**src/rtl/data_mem_arbiter.sv**
```systemverilog
// Round-robin arbiter sharing the single-port data memory between the core (port 0) and the
// image stream unit (port 1), plus the drain/save/acknowledge sequence for the memory dump.
module data_mem_arbiter #(
  parameter int ADDR_W       = 16,
  parameter int DATA_W       = 64,
  parameter int SAVE_TIMEOUT = 4096
) (
  input  logic              clk,
  input  logic              rst_n,
  input  logic              req0,
  input  logic              req1,
  input  logic              we0,
  input  logic              we1,
  input  logic [ADDR_W-1:0] addr0,
  input  logic [ADDR_W-1:0] addr1,
  input  logic [DATA_W-1:0] wdata0,
  input  logic [DATA_W-1:0] wdata1,
  output logic              gnt0,
  output logic              gnt1,
  output logic              rvalid0,
  output logic              rvalid1,
  output logic [DATA_W-1:0] rdata0,
  output logic [DATA_W-1:0] rdata1,
  output logic [ADDR_W-1:0] memAddress,
  output logic [DATA_W-1:0] memInputData,
  output logic              memWriteEnable,
  input  logic [DATA_W-1:0] memOut,
  output logic              memSave,
  input  logic              memDoneSaving,
  input  logic              saveReq,
  output logic              saveAck,
  output logic              saveErr,
  output logic              busy
);

  localparam int CNT_W = $clog2(SAVE_TIMEOUT + 1);

  typedef enum logic [1:0] {ARB, DRAIN, SAVE, DONE} state_t;

  state_t           state, state_nxt;
  logic [CNT_W-1:0] cnt, cnt_nxt;
  logic             err_q, err_nxt;
  logic             rr_last;
  logic             gnt0_c, gnt1_c;
  logic             accept, sel;
  logic             rd_pend0, rd_pend1;

  // NOTE: every signal driven here gets a default first so no path leaves it unassigned,
  // which is what keeps this block free of inferred latches.
  always_comb begin
    state_nxt = state;
    cnt_nxt   = cnt;
    err_nxt   = err_q;
    gnt0_c    = 1'b0;
    gnt1_c    = 1'b0;
    case (state)
      ARB: begin
        if (saveReq) begin
          state_nxt = DRAIN;
        end else if (req0 && req1) begin
          gnt0_c = rr_last;
          gnt1_c = !rr_last;
        end else begin
          gnt0_c = req0;
          gnt1_c = req1;
        end
      end
      DRAIN: state_nxt = SAVE;
      SAVE: begin
        if (memDoneSaving) begin
          state_nxt = DONE;
          err_nxt   = 1'b0;
        end else if (cnt == CNT_W'(SAVE_TIMEOUT - 1)) begin
          state_nxt = DONE;
          err_nxt   = 1'b1;
        end else begin
          cnt_nxt = cnt + CNT_W'(1);
        end
      end
      DONE: begin
        state_nxt = ARB;
        cnt_nxt   = '0;
      end
      default: state_nxt = ARB;
    endcase
  end

  // Grants are combinational but must read 0 the instant reset is asserted.
  assign gnt0    = gnt0_c & rst_n;
  assign gnt1    = gnt1_c & rst_n;
  assign accept  = (gnt0_c & req0) | (gnt1_c & req1);
  assign sel     = gnt1_c & req1;
  assign saveAck = (state == DONE);
  assign saveErr = (state == DONE) & err_q;
  assign busy    = (state != ARB);

  // NOTE: sequential state uses non-blocking assignments so every register samples the
  // pre-edge values of its neighbours regardless of statement order.
  always_ff @(posedge clk or negedge rst_n) begin
    if (!rst_n) begin
      state   <= ARB;
      cnt     <= '0;
      err_q   <= 1'b0;
      memSave <= 1'b0;
    end else begin
      state   <= state_nxt;
      cnt     <= cnt_nxt;
      err_q   <= err_nxt;
      memSave <= (state_nxt == SAVE);
    end
  end

  // NOTE: these are pipeline registers rather than a storage array, so they are reset
  // along with everything else and the memory drive is quiet straight out of reset.
  always_ff @(posedge clk or negedge rst_n) begin
    if (!rst_n) begin
      rr_last        <= 1'b1;
      memAddress     <= '0;
      memInputData   <= '0;
      memWriteEnable <= 1'b0;
      rd_pend0       <= 1'b0;
      rd_pend1       <= 1'b0;
      rvalid0        <= 1'b0;
      rvalid1        <= 1'b0;
      rdata0         <= '0;
      rdata1         <= '0;
    end else begin
      rvalid0        <= rd_pend0;
      rvalid1        <= rd_pend1;
      if (rd_pend0) rdata0 <= memOut;
      if (rd_pend1) rdata1 <= memOut;
      memWriteEnable <= 1'b0;
      rd_pend0       <= 1'b0;
      rd_pend1       <= 1'b0;
      if (accept) begin
        rr_last        <= sel;
        memAddress     <= sel ? addr1 : addr0;
        memInputData   <= sel ? wdata1 : wdata0;
        memWriteEnable <= sel ? we1 : we0;
        rd_pend0       <= !sel && !we0;
        rd_pend1       <= sel && !we1;
      end
    end
  end

endmodule

```
**config.mk**
```make
export PLATFORM = sky130hd
export DESIGN_NAME = data_mem_arbiter
export DESIGN_NICKNAME = d
export VERILOG_FILES = /design/src/rtl/data_mem_arbiter.sv
export SDC_FILE = /design/constraint.sdc
export NUM_CORES = 1
export LEC_CHECK = 0
export BUFFER_PORTS_ARGS = -buffer_cell sky130_fd_sc_hd__buf_4
export CORE_AREA = 2 2 176 178
export CTS_BUF_LIST = sky130_fd_sc_hd__clkbuf_8
export CTS_CLUSTER_DIAMETER = 100
export DETAILED_ROUTE_END_ITERATION = 6
export DIE_AREA = 0 0 178 180
export PLACE_DENSITY = 0.62
export SLEW_MARGIN = 10
export SYNTH_ARGS = -nofsm -noshare
export SYNTH_HDL_FRONTEND = slang
export SYNTH_SLANG_ARGS = --single-unit
```
**constraint.sdc**
```tcl
create_clock -name clk -period 1.9 [get_ports clk]
set_input_delay 0.38 -clock clk [delete_from_list [all_inputs] [get_ports clk]]
set_output_delay 0.38 -clock clk [all_outputs]
set_load 0.005 [all_outputs]
```
After elaboration in Yosys (flattened, before gate mapping)
Cells that the tools add are included.
Widths: inputs -> output; s select.
{"block": "totals", "input_bits": 232, "reg_bits": 231, "elab_cells": 62}
{"block": "classes", "n_eq_ne": 7, "bitwise_logic": 6, "mux": 21, "reduce_logical": 13, "add_sub_neg": 1}
{"operator": "$mux 64", "n": 1}
{"operator": "$mux 13", "n": 2}
{"operator": "$pmux 13 s2", "n": 1}
{"operator": "$mux 16", "n": 1}
{"operator": "$add 13x1->13 const B", "n": 1}
{"operator": "$eq 13x12->1 const B", "n": 1}
{"operator": "$mux 1", "n": 12}
{"operator": "$pmux 2 s4", "n": 1}
{"operator": "$eq 2x2->1 const B", "n": 3}
{"operator": "$mux 2", "n": 3}
{"operator": "$reduce_bool 2->1", "n": 3}
{"operator": "$and 1x1->1", "n": 5}
{"operator": "$logic_not 1->1", "n": 4}
{"operator": "$ne 2x2->1 const B", "n": 2}
{"operator": "$logic_and 1x1->1", "n": 3}
{"operator": "$reduce_and 3->1", "n": 1}
{"operator": "$eq 2x1->1 const B", "n": 1}
{"operator": "$logic_not 2->1", "n": 1}
{"operator": "$reduce_and 2->1", "n": 1}
{"operator": "$or 1x1->1", "n": 1}

Depth between registers and ports, before layout
Gate-level depths: netlist (run 1).
{"block": "depth", "depth_word": 8, "ltp_mapped": 8, "depth_no_buf": 6}

Worst setup path after synthesis (run 1)
No wires, ideal clock.
{"block": "synth_timing", "kind": "reg2out", "startpoint": "register state[0]", "endpoint": "output port gnt1", "path_stages_with_launch": 8, "t_arrival_ps": 1577, "slack_ps": -57, "required_ps": 1520, "cell_sequence": "dfrtp_1 inv_1 ha_1 nor2b_1 and3_1 clkbuf_1 buf_2 and2_1"}
{"block": "synth_between", "elab_chain_cells": 3}
{"item": "from (decl)", "line": "40", "rtl": "state_t state, state_nxt;"}
{"item": "from (signal assigned)", "line": "106", "rtl": "state <= state_nxt;"}
{"item": "$logic_not 2->1", "line": "56", "rtl": "case (state)"}
{"item": "$mux 1", "line": "56"}
{"item": "$and 1x1->1", "line": "90", "rtl": "assign gnt1 = gnt1_c & rst_n;"}
{"item": "to (decl)", "line": "19", "rtl": "output logic gnt1,"}
Every way passes these cells.

Final worst setup path (run 1)
{"block": "layout_timing", "startpoint": "register state[1]", "endpoint": "output port gnt1"}
Same word-level chain as after synthesis.

==> impl_metrics.json, run 1 <==
{
  "status": "complete, but fails checks",
  "violations": "negative setup slack",
  "drive_gt1_share_pct": 55.1,
  "synth_compound_area_share_pct": 8.77,
  "timing.reg2reg.setup_slack_ns": 0.02,
  "grt_antenna_before_repair": 2,
  "track_usage_pct": 17.9,
  "crit_type": "reg -> out",
  "nets": 1460,
  "grt_remaining_overflow": 0,
  "synth_xor_area_share_pct": 0,
  "finalSetupViolCount": 4,
  "drc": 0,
  "timing.rr.start": "state[0]",
  "grt_pass1_wl_um": 44800,
  "hpwlAfterDp_um": 21800,
  "syn-cell-area_um2": 9260,
  "synth_top_family_by_area": "multiplexers",
  "vias": 7641,
  "worstHoldPathCells": 3,
  "grt_pass1_vias": 7870,
  "power.total_mw": 20.8,
  "worstPathRequired_ns": 1.52,
  "worst_pin_slew_ns": 0.682,
  "layout_commonest_cell": "buf_4",
  "fin_crit_sh_pct": 109,
  "drv_slew": 0,
  "synth-simple-area-share_pct": 10.1,
  "grt_use_met1_pct": 20.4,
  "synth_cell_types": 41,
  "hold_class": "in -> reg",
  "wl_per_cell_um": 17.9,
  "yosys_warnings": 0,
  "clkPwrFrac_pct": 21.1,
  "finalHoldViolations": 0,
  "reg2reg_depth": 10,
  "critPathLaunchType": "flip-flop",
  "dieArea_um2": 32000,
  "rsz0062_at_grt": "yes",
  "reg2reg_to": "cnt[5]",
  "synthArstFlopShare_pct": 100,
  "combPwrFrac_pct": 38.5,
  "avgSynthCellArea_um2": 12.5,
  "grtUsageMet2_pct": 30.7,
  "port_buffers": 448,
  "grt_max_degree": 121,
  "p_leak_nw": 7.25,
  "netlist_instances": 738,
  "critPathMaxFanout": 3,
  "p_sw_mw": 6.38,
  "clkLatencyLatePin_ns": 0.52,
  "cts_buffers": 41,
  "cts_tree": "done",
  "slew_headroom_pct": 54.6,
  "io_pins": 449,
  "fin_util_pct": 47.3,
  "p_sw_share_pct": 30.6,
  "core_um2": 30200,
  "via_per_inst": 4.64,
  "start_util_pct": 30.7,
  "arrival_ns": 1.69,
  "clockBufferDepth": 3,
  "synth_nets": 975,
  "clock_skew_ns": 0.0176,
  "grt-busiest-layer": "met2",
  "clock-sinks": 231,
  "hold_start": "addr0[15]",
  "synthFlopType": "dfrtp_1",
  "wirelength_um": 29500,
  "synth_top_cell_area_share_pct": 62.2,
  "rows": 64,
  "fmax_mhz": 484,
  "power.density_nw_per_um2": 1460,
  "cap_violations": 0,
  "ys_ff_latch": 231,
  "die_y_um": 180,
  "gp_congestion": 0.847,
  "grt_use_met3_pct": 6.73,
  "root_buffer": "clkbuf_8",
  "ant_nets": 0,
  "chipWidth_um": 178,
  "fillers": 2813,
  "netlist_top_cells_area": "dfrtp_1 (62%), mux2_2 (16%), nand2_1 (6.8%)",
  "min_to": "memAddress[15]",
  "min_period_ns": 2.07,
  "first_pass_iters": 5,
  "synthAdderAreaFrac_pct": 0.676,
  "setup_slack_ns": -0.167,
  "yosysTopAreaCell": "dfrtp_1",
  "htree_levels": 2,
  "p_seq_share_pct": 40.4,
  "synth_edf_count": 0,
  "synth-seq-area-share_pct": 62.4,
  "crit_path_end_kind": "primary output",
  "cts.clk_slew.worst_paths_ns": 0.06,
  "area_growth_pct": 54.2,
  "ir_drop_mv": 0.630,
  "synth.area.mux_share_pct": 15.6,
  "final_cell_mix": "buf_4 (462), dfrtp_1 (228), nand2_1 (166)",
  "detail_route.iter0.violations": 356,
  "intPower_mw": 14.5
}
[routing by layer]
layer  part of all wire [%]  up-vias
li1                       -     3569
met1                     37     3676
met2                     51      350
met3                     10       46
met4                    2.3        0
met5                      0        -
[how the worst max path moves through the flow]
stage	end	start
global placement	memAddress[3]	state[0]
global route	gnt0	state[1]
finish	gnt1	state[1]
detailed placement	memAddress[3]	state[0]
floorplan	gnt1	state[0]
CTS	gnt0	state[1]
[power by group through the flow]
stage | registers [mW] | clock network [mW] | logic (mW)
global placement | 8.43 | 0 | 7.63
finish | 8.42 | 4.39 | 8.03
detailed placement | 8.48 | 0 | 7.75
floorplan | 8.48 | 0 | 2.71
global route | 8.73 | 4.79 | 8.77
CTS | 8.44 | 4.56 | 7.98
[flip-flops by register name (all words and copies together) (netlist names)]
| signal | count |
|---|---|
| state | 2 |
| memSave | 1 |
| rdata1 | 64 |
| cnt | 13 |
| memWriteEnable | 1 |
| rd_pend1 | 1 |
| rr_last | 1 |
| err_q | 1 |
| rdata0 | 64 |
| memInputData | 64 |
| rd_pend0 | 1 |
| memAddress | 16 |
| rvalid1 | 1 |
| rvalid0 | 1 |
[cells in the mapped netlist, types with 2 or more instances]
library cell,instances
nand2_1,167
ha_1,5
nand3_1,5
buf_2,19
nand2b_1,2
o22a_1,7
nor2_1,9
and2_1,3
nor3b_1,3
a221o_1,2
o21ai_0,11
a22oi_1,80
inv_1,6
nand4_1,2
buf_6,2
mux2_2,128
nor2b_1,5
nor3_1,3
and3_1,4
and3_2,2
dfrtp_1,230
and3b_1,3
o21a_1,2
clkbuf_1,21
[metrics by stage]
step | instance area, um2 | worst slack (ns) | hold slack [ns] | instances | TNS [ns]
after floorplan | 9260 | 0.0399 | 0.0844 | 738 | 0
after global placement | 13200 | 0.0882 | 0.460 | 1559 | 0
after detailed placement | 13200 | 0.0581 | 0.464 | 1559 | 0
after CTS | 14200 | -0.181 | 0.0274 | 1642 | -0.517
after global routing | 14300 | -0.255 | 0.0401 | 1648 | -1.26
final | 14300 | -0.167 | 0.0661 | 1648 | -0.600
[final cells by class]
cell class | count | area (um2) | share of cell area (%)
repair buffers | 486 | 3840 | 26.9
flip-flops and latches | 231 | 5780 | 40.5
multi-input cells | 457 | 3350 | 23.5
diodes | 2 | 5.00 | 0.0351
clock inverters | 22 | 119 | 0.832
well taps | 396 | 495 | 3.47
inverters | 6 | 22.5 | 0.158
clock buffers | 48 | 661 | 4.63
[timing repair]
item,4_1_cts,5_1_grt
gates cloned,0,1
gates resized for setup,12,20
hold buffers,3,0
setup endpoints to repair,3,18
pin swaps,4,5
setup buffers,10,3
endpoints found under the hold margin,190,0
[worst max-delay path: stages, from the launching register on]
cell and delay (ns):
dfrtp_1 0.40, inv_2 0.09, ha_4 0.14, nor2b_4 0.15, and3_4 0.19, and2_4 0.13, buf_6 0.09
[cell families (layout without fill, tap and decap cells)]
| group | after synthesis | count (layout) |
|---|---|---|
| DFF | 231 | 231 |
| and+or+nand+nor | 214 | 214 |
| muxes | 128 | 128 |
| AOI/OAI and AO/OA | 110 | 110 |
| buffers and inverters | 50 | 562 |
| adders and majority gates | 5 | 5 |
| other | 0 | 2 |
No activity file was read; power rests on OpenSTA's default activity.
==> run 2, diff against run 1 <==
--- a/config.mk
+++ b/config.mk
@@ -5,13 +5,14 @@
 export SDC_FILE = /design/constraint.sdc
 export NUM_CORES = 1
 export LEC_CHECK = 0
+export ABC_AREA = 1
 export BUFFER_PORTS_ARGS = -buffer_cell sky130_fd_sc_hd__buf_4
-export CORE_AREA = 2 2 176 178
+export CORE_AREA = 2 2 177 179
 export CTS_BUF_LIST = sky130_fd_sc_hd__clkbuf_8
 export CTS_CLUSTER_DIAMETER = 100
 export DETAILED_ROUTE_END_ITERATION = 6
-export DIE_AREA = 0 0 178 180
-export PLACE_DENSITY = 0.62
+export DIE_AREA = 0 0 179 181
+export PLACE_DENSITY = 0.64
 export SLEW_MARGIN = 10
 export SYNTH_ARGS = -nofsm -noshare
 export SYNTH_HDL_FRONTEND = slang
==> impl_metrics.json, run 2 <==
{
  "synthAdderAreaFrac_pct": 0.633,
  "finalSetupViolCount": 3,
  "synth.most_common_cell": "dfrtp_1",
  "cts_tree": "done",
  "synth_nets": 1135,
  "crit_type": "reg -> out",
  "chipWidth_um": 179,
  "p_sw_mw": 7.01,
  "cts_buffers": 42,
  "diodes": 0,
  "dieArea_um2": 32400,
  "yosysTopAreaCell": "dfrtp_1",
  "grt_use_met1_pct": 23.2,
  "p_seq_share_pct": 39.1,
  "grt_max_degree": 93,
  "combPwrFrac_pct": 39.0,
  "wirelength_um": 33400,
  "netlist_top_cells_area": "dfrtp_1 (58%), mux2_2 (15%), nand3_1 (8.8%)",
  "final_cell_mix": "buf_4 (462), dfrtp_1 (228), nand3_1 (172)",
  "reg_top3": "memInputData (64), rdata0 (64), rdata1 (64)",
  "cap_violations": 0,
  "grt_antenna_before_repair": 1,
  "power.density_nw_per_um2": 1480,
  "worstHoldPathCells": 3,
  "hold_start": "wdata1[32]",
  "ys_ff_latch": 231,
  "status": "complete, but fails checks",
  "min_to": "memInputData[32]",
  "port_buffers": 448,
  "power.total_mw": 21.8,
  "layout_commonest_cell": "buf_4",
  "grt-busiest-layer": "met2",
  "core_um2": 30300,
  "synth_cell_types": 26,
  "htree_levels": 2,
  "root_buffer": "clkbuf_8",
  "nets": 1594,
  "synth_top_cell_area_share_pct": 58.3,
  "ir_drop_mv": 0.573,
  "grt_remaining_overflow": 0,
  "gp_congestion": 0.862,
  "clock_skew_ns": 0.0227,
  "slew_headroom_pct": 41.9,
  "clock-sinks": 231,
  "finalHoldViolations": 0,
  "fmax_mhz": 489,
  "whs_ns": 0.0489,
  "rows": 64,
  "yosys_warnings": 0,
  "area_growth_pct": 49.4,
  "drive_gt1_share_pct": 50.0,
  "start_util_pct": 32.5,
  "crit_path_end_kind": "primary output",
  "violations": "negative setup slack",
  "drv_slew": 0,
  "track_usage_pct": 19.7,
  "fillers": 2818,
  "timing.reg2reg.setup_slack_ns": 0.13,
  "synth.area.mux_share_pct": 14.6,
  "netlist_instances": 898,
  "p_sw_share_pct": 32.2,
  "synth_top_family_by_area": "simple AND/OR/NAND/NOR gates",
  "cts.clk_slew.worst_paths_ns": 0.06,
  "min_period_ns": 2.05,
  "clkLatencyLatePin_ns": 0.55,
  "worst_pin_slew_ns": 0.872,
  "clkPwrFrac_pct": 21.9,
  "grt_use_met3_pct": 5.98,
  "clockBufferDepth": 3,
  "reg2reg_depth": 10,
  "hpwlAfterDp_um": 23900,
  "intPower_mw": 14.8,
  "fin_util_pct": 48.6,
  "synth_edf_count": 0,
  "p_leak_nw": 7.34,
  "avgSynthCellArea_um2": 11.0,
  "synthTopCellsByCount": "dfrtp_1 (230), nand3_1 (173), nand2_1 (143)",
  "detail_route.iter0.violations": 496,
  "critPathLaunchType": "flip-flop",
  "synth_compound_area_share_pct": 0.228,
  "first_pass_iters": 5,
  "synth_xor_area_share_pct": 0.621,
  "die_y_um": 181,
  "grtUsageMet2_pct": 34.2,
  "reg2reg_to": "memInputData[48]",
  "synth-simple-area-share_pct": 21.4,
  "synth-seq-area-share_pct": 58.5,
  "register_area_um2": 5780,
  "multiInputGateArea_um2": 3760,
  "via_per_inst": 4.94,
  "grt_pass1_wl_um": 50200,
  "grt_pass1_vias": 8978,
  "syn-cell-area_um2": 9880,
  "synthArstFlopShare_pct": 100,
  "drc": 0,
  "vias": 8830,
  "wl_per_cell_um": 18.7,
  "crit_start": "state[1]",
  "io_pins": 449,
  "synthFlopType": "dfrtp_1",
  "timing.rr.start": "state[1]",
  "worstPathRequired_ns": 1.52,
  "arrival_ns": 1.67,
  "critPathMaxFanout": 3,
  "fin_crit_sh_pct": 108,
  "ant_nets": 0,
  "rsz0062_at_grt": "yes",
  "setup_slack_ns": -0.145,
  "hold_class": "in -> reg"
}
## run 2: worst max-delay path by stage
| stage | end | cells after the start |
|---|---|---|
| after floorplan | gnt1 | 8 |
| after global placement | memInputData[31] | 4 |
| after detailed placement | memInputData[0] | 7 |
| after CTS | gnt0 | 7 |
| after global routing | gnt0 | 7 |
| final | gnt0 | 7 |
## run 2: timing repair
action                                  CTS  global route
resized for setup                        11            10
endpoints found under the setup margin    4            51
pin swaps                                 4             4
hold buffers                              3             0
hold endpoints to repair                179             0
setup buffers                             8             3
## run 2: kinds of logic (layout without fill, tap and decap cells)
logic type,Yosys count,count (layout)
compound gates,4,4
fa+ha+maj,5,5
xor+xnor,7,7
flops,231,231
mux,128,128
simple gates,434,434
buf+inv,89,581
## run 2: critical path: stages (launching register included)
cell     delay, ns
dfrtp_1       0.40
inv_2         0.09
ha_4          0.12
inv_2         0.04
nor2_4        0.15
nand3_4       0.10
nor2_4        0.12
buf_6         0.11
## run 2: metrics by stage
stage               TNS (ns)  setup slack (ns)  cell area, um2  cells
finish                -0.292            -0.145           14800   1786
detailed placement         0             0.188           13700   1696
floorplan                  0             0.148            9880    898
global route          -0.612            -0.257           14800   1786
CTS                   -0.397            -0.221           14700   1783
global placement           0             0.218           13700   1696
## run 2: power by group through the flow
stage	logic [mW]	registers [mW]	clock network, mW
final	8.50	8.51	4.77
after global routing	9.29	8.79	5.16
after CTS	8.59	8.53	4.93
after detailed placement	8.44	8.58	0
after global placement	8.31	8.51	0
after floorplan	3.16	8.55	0
## run 2: routing by layer
layer  up-vias  share of wire [%]
met5         -              0.039
met4         2                2.6
met3        60                9.4
met2       413                 50
met1      4277                 38
li1       4078                  -
## run 2: cell type report
| cell class | instances | area share (%) |
|---|---|---|
| inverter | 22 | 0.560 |
| timing repair buffer | 482 | 25.5 |
| clock buffer | 53 | 4.94 |
| multi-input combinational | 578 | 25.5 |
| tap | 396 | 3.36 |
| sequential | 231 | 39.2 |
| clock inverter | 24 | 0.916 |
